## config.mk

```make
export PLATFORM = sky130hd
export DESIGN_NAME = fmap_sram_reader_flat
export DESIGN_NICKNAME = d
export VERILOG_FILES = /design/src/rtl/fmap_sram_reader_pkg.sv /design/src/rtl/fmap_sram_reader_if.sv /design/src/rtl/fmap_skid_fifo2.sv /design/src/rtl/fmap_sram_reader.sv /design/src/flat_wrapper.sv
export SDC_FILE = /design/constraint.sdc
export NUM_CORES = 1
export LEC_CHECK = 0
export CAP_MARGIN = 20
export CORE_AREA = 2 2 101 103
export CTS_CLUSTER_SIZE = 40
export DETAILED_ROUTE_END_ITERATION = 10
export DIE_AREA = 0 0 103 105
export HOLD_SLACK_MARGIN = 0.05
export PLACE_DENSITY_LB_ADDON = 0.3
export SLEW_MARGIN = 25
export SYNTH_ARGS = -nofsm -noshare
export SYNTH_HDL_FRONTEND = slang
export SYNTH_HIERARCHICAL = 1
export SYNTH_SLANG_ARGS = --single-unit
```

## constraint.sdc

```tcl
create_clock -name clk -period 4.7 [get_ports clk]
set_input_delay 0.94 -clock clk [delete_from_list [all_inputs] [get_ports clk]]
set_output_delay 0.94 -clock clk [all_outputs]
set_load 0.05 [all_outputs]
```

## src/rtl/fmap_sram_reader_pkg.sv

```systemverilog
// Shared constants for the feature-map SRAM sequencers: data width and the
// read/write sequencer state encodings.
package fmap_sram_reader_pkg;

    localparam int unsigned INTERNAL_BITS = 16;

    localparam logic [1:0] ST_IDLE       = 2'd0;
    localparam logic [1:0] ST_RUN        = 2'd1;
    localparam logic [1:0] ST_DRAIN      = 2'd2;
    localparam logic [1:0] ST_DONE_PULSE = 2'd3;

endpackage

```

## src/rtl/fmap_sram_reader_if.sv

```systemverilog
// Valid/ready word stream from the feature-map reader to the PE array input.
interface fmap_sram_reader_if;
    import fmap_sram_reader_pkg::*;

    logic [INTERNAL_BITS-1:0] out_data;
    logic                     out_valid;
    logic                     out_ready;
    logic                     out_last;

    modport master (output out_data, output out_valid, output out_last, input out_ready);
    modport slave  (input out_data, input out_valid, input out_last, output out_ready);

endinterface

```

## src/rtl/fmap_skid_fifo2.sv

```systemverilog
// 2-entry FIFO with a last tag; an arriving word is visible at the head in the same
// cycle when the FIFO is empty, and is stored only if it is not consumed immediately.
module fmap_skid_fifo2
    import fmap_sram_reader_pkg::*;
#(
    parameter int unsigned DATA_BITS = INTERNAL_BITS
) (
    input  logic                 clk,
    input  logic                 rst_n,
    input  logic                 push,
    input  logic [DATA_BITS-1:0] push_data,
    input  logic                 push_last,
    input  logic                 pop,
    output logic                 head_valid,
    output logic [DATA_BITS-1:0] head_data,
    output logic                 head_last,
    output logic [1:0]           count
);

    logic [DATA_BITS-1:0] data_q [2];
    logic [1:0]           last_q;
    logic                 wr_ptr_q, rd_ptr_q;
    logic [1:0]           count_q, count_d;
    logic                 bypass, wr_en, rd_en;

    always_comb begin
        bypass     = (count_q == 2'd0) && push;
        head_valid = (count_q != 2'd0) || push;
        head_data  = bypass ? push_data : data_q[rd_ptr_q];
        head_last  = bypass ? push_last : last_q[rd_ptr_q];
        // A bypassed word popped in its arrival cycle never touches storage
        wr_en      = push && !(bypass && pop);
        rd_en      = pop && (count_q != 2'd0);
        count_d    = count_q;
        case ({wr_en, rd_en})
            2'b10:   count_d = count_q + 2'd1;
            2'b01:   count_d = count_q - 2'd1;
            default: count_d = count_q;
        endcase
    end

    always_ff @(posedge clk or negedge rst_n) begin
        if (!rst_n) begin
            data_q[0] <= '0;
            data_q[1] <= '0;
            last_q    <= '0;
            wr_ptr_q  <= 1'b0;
            rd_ptr_q  <= 1'b0;
            count_q   <= 2'd0;
        end else begin
            if (wr_en) begin
                data_q[wr_ptr_q] <= push_data;
                last_q[wr_ptr_q] <= push_last;
                wr_ptr_q         <= ~wr_ptr_q;
            end
            if (rd_en) begin
                rd_ptr_q <= ~rd_ptr_q;
            end
            count_q <= count_d;
        end
    end

    assign count = count_q;

    overflow_a: assert property (@(posedge clk) disable iff (!rst_n)
        !(push && !pop && (count_q == 2'd2)));

endmodule

```

## src/rtl/fmap_sram_reader.sv

```systemverilog
// Read-side sequencer for the feature-map SRAM: streams a (base, length) block of
// words, absorbing the one-cycle read latency in a 2-entry skid FIFO.
module fmap_sram_reader
    import fmap_sram_reader_pkg::*;
#(
    parameter int unsigned ADDR_BITS = 13,
    parameter int unsigned MEM_SIZE  = 8192
) (
    input  logic                     clk,
    input  logic                     rst_n,
    input  logic                     start,
    input  logic [ADDR_BITS-1:0]     base_addr,
    input  logic [ADDR_BITS:0]       length,
    output logic                     busy,
    output logic                     done,
    output logic                     sram_cen,
    output logic [ADDR_BITS-1:0]     sram_addr,
    input  logic [INTERNAL_BITS-1:0] sram_q,
    fmap_sram_reader_if.master       strm
);

    localparam logic [ADDR_BITS:0] LEN_ONE = (ADDR_BITS + 1)'(1);
    localparam logic [ADDR_BITS:0] MAX_LEN = (ADDR_BITS + 1)'(MEM_SIZE);

    logic [1:0]               state_q, state_d;
    logic [ADDR_BITS-1:0]     base_q;
    logic [ADDR_BITS:0]       len_q;
    logic [ADDR_BITS:0]       issued_q;
    logic                     inflight_q, inflight_last_q;

    logic                     pop, issue, last_issue, accept;
    logic [2:0]               occ;
    logic [1:0]               fifo_count;
    logic                     head_valid, head_last;
    logic [INTERNAL_BITS-1:0] head_data;

    always_comb begin
        pop        = head_valid && strm.out_ready;
        // Words that will still be held after this cycle: buffered + arriving - leaving
        occ        = {1'b0, fifo_count} + {2'b00, inflight_q} - {2'b00, pop};
        issue      = (state_q == ST_RUN) && (issued_q < len_q) && (occ < 3'd2);
        last_issue = issue && (issued_q == len_q - LEN_ONE);
        accept     = (state_q == ST_IDLE) && start;
    end

    always_comb begin
        state_d = state_q;
        case (state_q)
            ST_IDLE: begin
                if (start) begin
                    state_d = (length == '0) ? ST_DONE_PULSE : ST_RUN;
                end
            end
            ST_RUN: begin
                if (last_issue) begin
                    state_d = ST_DRAIN;
                end
            end
            ST_DRAIN: begin
                if (occ == 3'd0) begin
                    state_d = ST_DONE_PULSE;
                end
            end
            ST_DONE_PULSE: state_d = ST_IDLE;
            default:       state_d = ST_IDLE;
        endcase
    end

    always_ff @(posedge clk or negedge rst_n) begin
        if (!rst_n) begin
            state_q         <= ST_IDLE;
            base_q          <= '0;
            len_q           <= '0;
            issued_q        <= '0;
            inflight_q      <= 1'b0;
            inflight_last_q <= 1'b0;
        end else begin
            state_q         <= state_d;
            inflight_q      <= issue;
            inflight_last_q <= last_issue;
            if (accept) begin
                base_q   <= base_addr;
                len_q    <= length;
                issued_q <= '0;
            end else if (issue) begin
                issued_q <= issued_q + LEN_ONE;
            end
        end
    end

    // Capture is unconditional: QA is only guaranteed the cycle after a read
    fmap_skid_fifo2 #(
        .DATA_BITS (INTERNAL_BITS)
    ) u_fifo (
        .clk        (clk),
        .rst_n      (rst_n),
        .push       (inflight_q),
        .push_data  (sram_q),
        .push_last  (inflight_last_q),
        .pop        (pop),
        .head_valid (head_valid),
        .head_data  (head_data),
        .head_last  (head_last),
        .count      (fifo_count)
    );

    assign busy      = (state_q == ST_RUN) || (state_q == ST_DRAIN);
    assign done      = (state_q == ST_DONE_PULSE);
    assign sram_cen  = issue;
    assign sram_addr = base_q + issued_q[ADDR_BITS-1:0];

    assign strm.out_valid = head_valid;
    assign strm.out_data  = head_data;
    assign strm.out_last  = head_valid && head_last;

    length_legal_a: assert property (@(posedge clk) disable iff (!rst_n)
        accept |-> (length <= MAX_LEN));

endmodule

```

## src/flat_wrapper.sv

```systemverilog
// flat-port wrapper written by rule: the top's interface ports become plain ports
module fmap_sram_reader_flat import fmap_sram_reader_pkg::*;
#(
    parameter int unsigned ADDR_BITS = 13,
    parameter int unsigned MEM_SIZE  = 8192
)
  (clk, rst_n, start, base_addr, length, busy, done, sram_cen, sram_addr, sram_q, strm_out_data, strm_out_valid, strm_out_last, strm_out_ready);
  fmap_sram_reader_if strm_i ();
  input  logic clk;
  input  logic rst_n;
  input  logic start;
  input  logic [ADDR_BITS-1:0] base_addr;
  input  logic [ADDR_BITS:0] length;
  output logic busy;
  output logic done;
  output logic sram_cen;
  output logic [ADDR_BITS-1:0] sram_addr;
  input  logic [INTERNAL_BITS-1:0] sram_q;
  output wire logic [$bits(strm_i.out_data)-1:0] strm_out_data;
  output wire logic [$bits(strm_i.out_valid)-1:0] strm_out_valid;
  output wire logic [$bits(strm_i.out_last)-1:0] strm_out_last;
  input wire logic [$bits(strm_i.out_ready)-1:0] strm_out_ready;
  assign strm_out_data = strm_i.out_data;
  assign strm_out_valid = strm_i.out_valid;
  assign strm_out_last = strm_i.out_last;
  assign strm_i.out_ready = strm_out_ready;
  fmap_sram_reader #(.ADDR_BITS(ADDR_BITS), .MEM_SIZE(MEM_SIZE)) u_core (.clk(clk), .rst_n(rst_n), .start(start), .base_addr(base_addr), .length(length), .busy(busy), .done(done), .sram_cen(sram_cen), .sram_addr(sram_addr), .sram_q(sram_q), .strm(strm_i));
endmodule
```

# After elaboration in Yosys (flattened, before gate mapping)
# Cells that the tools add are included.
op_classes:
  addsub: 7
  order_cmp: 8
  n_eq_ne: 9
  mux: 21
  bitwise_logic: 4
  reduce_logical: 23
op_table:
  columns: ["cell", "count"]
  rows:
  - ["two-way mux 16 bit", 5]
  - ["bitwise mux 32 bit", 1]
  - ["two-way mux 14 bit", 2]
  - ["demux 16 bit (select 1 bit)", 1]
  - ["adder 14 x 1 -> 14 bit, second input constant", 1]
  - ["== test 14 bit", 1]
  - ["logical NOT 14 bit", 1]
  - ["less-than comparator 14 bit", 1]
  - ["subtractor 14 x 1 -> 14 bit, second input constant", 1]
  - ["adder 13 bit", 1]
  - ["logical AND 1 bit", 12]
  - ["two-way mux 2 bit", 4]
  - ["one-hot mux 2 bit (4 select lines)", 1]
  - ["== test 2 bit, second input constant", 3]
  - ["nonzero test 2 bit", 3]
  - ["== test 2 x 1 -> 1 bit, second input constant", 2]
  - [">= comparator 2 bit, second input constant", 2]
  - ["logical NOT 2 bit", 2]
  - ["less-than comparator 1 x 2 -> 1 bit, second input constant", 2]
  - ["two-way mux 1 bit", 4]
  - ["!= test 2 x 1 -> 1 bit, second input constant", 2]
  - ["inverter 1 -> 2 bit", 2]
  - ["one-hot mux 2 bit (2 select lines)", 1]
  - ["adder 2 x 1 -> 3 bit", 1]
  - ["14 further kinds", 16]
totals:
  register_bits: 83
  inputBits: 47
  output_inout_bits: 34
  elab_cells: 84

# Longest topological paths before layout
# Gate-level depths: netlist (run 1).
depth:
  word_depth: 9
  ltp_mapped: 14
  depth_no_buf: 13

# Hierarchy
# The synthesis (run 1) kept the hierarchy.
by_module_without_submodules:
  columns: ["module", "n_inst", "cells_each", "area_per_inst_um2", "seq_area_each_um2"]
  rows:
  - ["fmap_sram_reader", 1, 357, 3279.4, 1126.1]
  - ["fmap_skid_fifo2", 1, 146, 1835.5, 950.9]

# Worst setup path after synthesis (run 1)
# Ideal clock, no wire load.
synth_path:
  kind: "reg2out"
  start: "register u_core.u_fifo.count_q[0] (netlist: u_core/u_fifo/count[0])"
  end: "output port sram_cen"
  arrival_time_ns: 3.572
  t_required_ns: 3.760
  setup_slack_ns: 0.188
  stages_incl_launch_ff: 12
  path_buffers: 1
  path_cell_list: "dfrtp_1 > clkbuf_2 > or3_1 > and2_1 > ha_1 > inv_1 > ha_1 > fa_1 > xnor2_1 > nor2_1 > nand4b_1 > nor2_1"
synth_between:
  elab_chain_cells: 6
  word_cells_on_any_way: 7
  classes_between: "add/sub: 2; order compare: 1; reduce/logical: 4"
synth_lines:
  columns: ["element", "line_no", "rtl"]
  rows:
  - ["start, declared", "fmap_skid_fifo2.sv:23", "logic [1:0] count_q, count_d;"]
  - ["start signal, assigned", "fmap_skid_fifo2.sv:59", "count_q <= count_d;"]
  - ["nonzero test 2 bit", "fmap_skid_fifo2.sv:28", "head_valid = (count_q != 2'd0) || push;"]
  - ["logical OR 1 bit", "fmap_skid_fifo2.sv:28", null]
  - ["via strm_out_valid", "flat_wrapper.sv:20", "output wire logic [$bits(strm_i.out_valid)-1:0] strm_out_valid;"]
  - ["logical AND 1 bit", "fmap_sram_reader.sv:38", "pop = head_valid && strm.out_ready;"]
  - ["via u_core.pop", "fmap_sram_reader.sv:31", "logic pop, issue, last_issue, accept;"]
  - ["subtractor 3 x 1 -> 3 bit", "fmap_sram_reader.sv:40", "occ = {1'b0, fifo_count} + {2'b00, inflight_q} - {2'b00, pop};"]
  - ["less-than comparator 3 x 2 -> 1 bit", "fmap_sram_reader.sv:41", "issue = (state_q == ST_RUN) && (issued_q < len_q) && (occ < 3'd2);"]
  - ["logical AND 1 bit", "fmap_sram_reader.sv:41", null]
  - ["end, declared", "flat_wrapper.sv:16", "output logic sram_cen;"]
# The timed path passes the listed nets, and every way through them passes these cells.

# Worst setup path in the final report (run 1)
layout_path:
  start: "register u_core.issued_q[1]"
  end: "output port sram_addr[9]"
layout_between:
  elab_chain_cells: 1
layout_lines:
  columns: ["element", "line_no", "rtl"]
  rows:
  - ["start, declared", "fmap_sram_reader.sv:28", "logic [ADDR_BITS:0] issued_q;"]
  - ["start signal, assigned", "fmap_sram_reader.sv:86", "issued_q <= issued_q + LEN_ONE;"]
  - ["adder 13 bit", "fmap_sram_reader.sv:110", "assign sram_addr = base_q + issued_q[ADDR_BITS-1:0];"]
  - ["end, declared", "flat_wrapper.sv:17", "output logic [ADDR_BITS-1:0] sram_addr;"]
# No other way between the ends.

==> out/metrics.yaml, run 1 <==
finalSetupTns_ns: 0
place_ws_ns: 0.4842
status: "complete, no violations"
overflow: 0
track_usage_pct: 21.17
start_kind: "flop"
setup_ws_ns: 0.3109
dpl_cell_area_um2: 6056
synth.distinct_cells: 54
hold_class: "reg2reg"
routedWlPerCell_um: 15.17
worstMarginPinSlew_ns: 0.9469
met1_usage_pct: 26.86
io_pins: 81
fin_util_pct: 64.84
drive_above_1_share_pct: 14.46
dp_hpwl_um: 7970
finalWorstPathRequiredPeriod_ns: 4.389
die_area_um2: 10820
die_y_um: 105
clkLatencyLatePin_ns: 0.36
fp-row-count: 36
synth_area_leaders: "dfrtp_1 41%, mux2_2 10%, ha_1 8.8%"
globalRouteMet2Util_pct: 37.11
root_buffer: "clkbuf_8"
drt_iter0_drc: 117
use_met3_pct: 3.144
synth.cell_area_um2: 5115
antenna_cells: 0
core_um2: 9639
numCtsBuffers: 9
yosysTopAreaCell: "dfrtp_1"
cts-htree-levels: 3
async_flop_share_pct: 100.0
area_growth_pct: 22.19
cts_hold_buf: 0
fin_crit_sh_pct: 93.38
cap_violations: 0
slew_headroom_pct: 36.80
yosysWarnings: 6
grt_max_degree: 84
powerDensity_nw_per_um2: 697.4
ys.flop_type: "dfrtp_1"
design_area_um2: 6250
ant_nets: 0
power.leakage_uw: 0.002731
crit_type: "reg2out"
start_util_pct: 53.06
synth_top_area_share_pct: 40.61
grt_first_pass_wirelength_um: 18240
gp_congestion: 0.8838
synth_edf_count: 0
vdd_ir_drop_max_v: 0.0005175
synth_nets: 588
synth_area_per_cell_um2: 10.17
die_w_um: 103
cp_max_fo: 6
remaining_drc_errors: 0
routed_wl_um: 10940
cts_resized: 0
end_kind: "primary output"
busiest_layer: "met2"
synthCells: 503
cts.sinks: 83
ys_seq_area_share_pct: 40.61
max_freq_mhz: 227.8
cts_tree: "built"
ys_ff_latch: 83
nNetsFinal: 668
worstPathArrival_ns: 3.45
post-cts-setup-buffer-count: 0
io_buffers: 80
final-hold-violation-count: 0
antenna_found_initial: 0
grt_pass1_vias: 3990
setup_viol: 0
critical_path_required_ns: 3.76
cts.path.max_buffers: 2
num_vias: 3932
power_uw: 4358
rsz0062_at_grt: "false"
cts.clk_slew.worst_paths_ns: 0.10
report.final.slew_viol_count: 0
dr.pass1.iters: 6
via_per_inst: 5.454
fin_skew_ns: 0.01792
==> path summary, 6_finish.rpt <==
path | start | end | slack [ns] | cells after the start
worst max-delay path | u_core/issued_q[1]$_DFFE_PN0P_ | sram_addr[9] | 0.31 | 10
worst min-delay path | u_core/u_fifo/data_q[6]$_DFFE_PN0P_ | u_core/u_fifo/data_q[6]$_DFFE_PN0P_ | 0.51 | 1
worst max register to register | u_core/u_fifo/count[1]$_DFFE_PN0P_ | u_core/issued_q[9]$_DFFE_PN0P_ | 1.17 | 15
worst min register to register | u_core/u_fifo/data_q[6]$_DFFE_PN0P_ | u_core/u_fifo/data_q[6]$_DFFE_PN0P_ | 0.51 | 1
max in group asynchronous | rst_n | u_core/inflight_last_q$_DFF_PN0_ | 3.56 | 1
min in group asynchronous | rst_n | u_core/len_q[1]$_DFFE_PN0P_ | 0.62 | 1
==> layer usage <==
layer	vias up	part of all wire (%)
met5	-	0
met4	0	1.2
met3	13	3.3
met2	80	50
met1	1915	45
li1	1924	-
==> logic make-up after synthesis <==
kind of cell / share of synthesized area [%]
fa+ha+maj: 9.589
buf+inv: 3.938
mux: 14.04
xor+xnor: 8.048
flops: 40.61
compound gates: 8.489
simple gates: 15.29
==> sequential cells by signal, summed over array words and instances, names as in the netlist, 2 cells and up <==
name                  cells
u_core/base_q            13
u_core/issued_q          14
u_core/len_q             14
u_core/state_q            2
u_core/u_fifo/count       2
u_core/u_fifo/data_q     32
u_core/u_fifo/last_q      2
==> cell type report <==
type | instances | area (µm²)
fillers | 792 | 3390
well taps | 133 | 166.4
repair buffers | 87 | 867.1
clock inverters | 7 | 63.81
inverters | 29 | 108.9
multi-input cells | 373 | 2843
flip-flops and latches | 83 | 2077
clock buffers | 9 | 123.9
==> worst max-delay path, stage by stage, from the launching register on <==
cell and delay (ns):
dfrtp_1 0.46, ha_1 0.30, a21o_1 0.19, a21oi_1 0.28
o21ai_0 0.15, a41oi_1 0.31, nor2b_1 0.08, o21ai_0 0.19
nor2b_1 0.18, xnor2_1 0.13, clkdlybuf4s50_1 0.82
==> cells in the mapped netlist, types with 4 or more instances <==
cell      count
dfrtp_1      83
mux2i_1      20
and3_1        5
mux2_2       46
o21ai_0      41
xnor2_1      26
xor2_1       21
buf_2         4
inv_1        29
nor4_1        7
nand3_1       4
a21oi_1      16
ha_1         36
nor3_1       13
clkbuf_1      8
nand2_1      47
nand2b_1      4
nand4_1      13
nor2_1       24
a31oi_1       4
==> placed cells by master, fill, tap and decap left out, types with 9 or more instances in the layout <==
cell type         n
a21oi_1          16
clkbuf_8          9
clkdlybuf4s50_1  77
dfrtp_1          83
ha_1             36
inv_1            29
mux2_2           46
mux2i_1          20
nand2_1          47
nand4_1          13
nor2_1           24
nor3_1           13
o21ai_0          41
xnor2_1          26
xor2_1           21
==> metrics by stage <==
| step | cells | hold WS (ns) |
|---|---|---|
| after floorplan | 503 | 0.4799 |
| after global placement | 705 | 0.4876 |
| after detailed placement | 705 | 0.4949 |
| after CTS | 721 | 0.5150 |
| after global routing | 721 | 0.5264 |
| final | 721 | 0.5136 |
==> power breakdown <==
part | total [µW] | internal, µW | switching [µW]
combinational | 2580 | 1060 | 1520
clock | 502 | 205 | 297
sequential | 1280 | 1010 | 272
total | 4360 | 2270 | 2090
Note: power is estimated with default switching activity, not from simulation.
==> inputs of run 2 (changes only) <==
--- a/config.mk
+++ b/config.mk
@@ -5,9 +5,9 @@
 export SDC_FILE = /design/constraint.sdc
 export NUM_CORES = 1
 export LEC_CHECK = 0
+export ABC_CLOCK_PERIOD_IN_PS = 4700
 export CAP_MARGIN = 20
 export CORE_AREA = 2 2 101 103
-export CTS_CLUSTER_SIZE = 40
 export DETAILED_ROUTE_END_ITERATION = 10
 export DIE_AREA = 0 0 103 105
 export HOLD_SLACK_MARGIN = 0.05
==> results of run 2 <==
No change in the layout: final DEF, timing and power equal those of run 1.
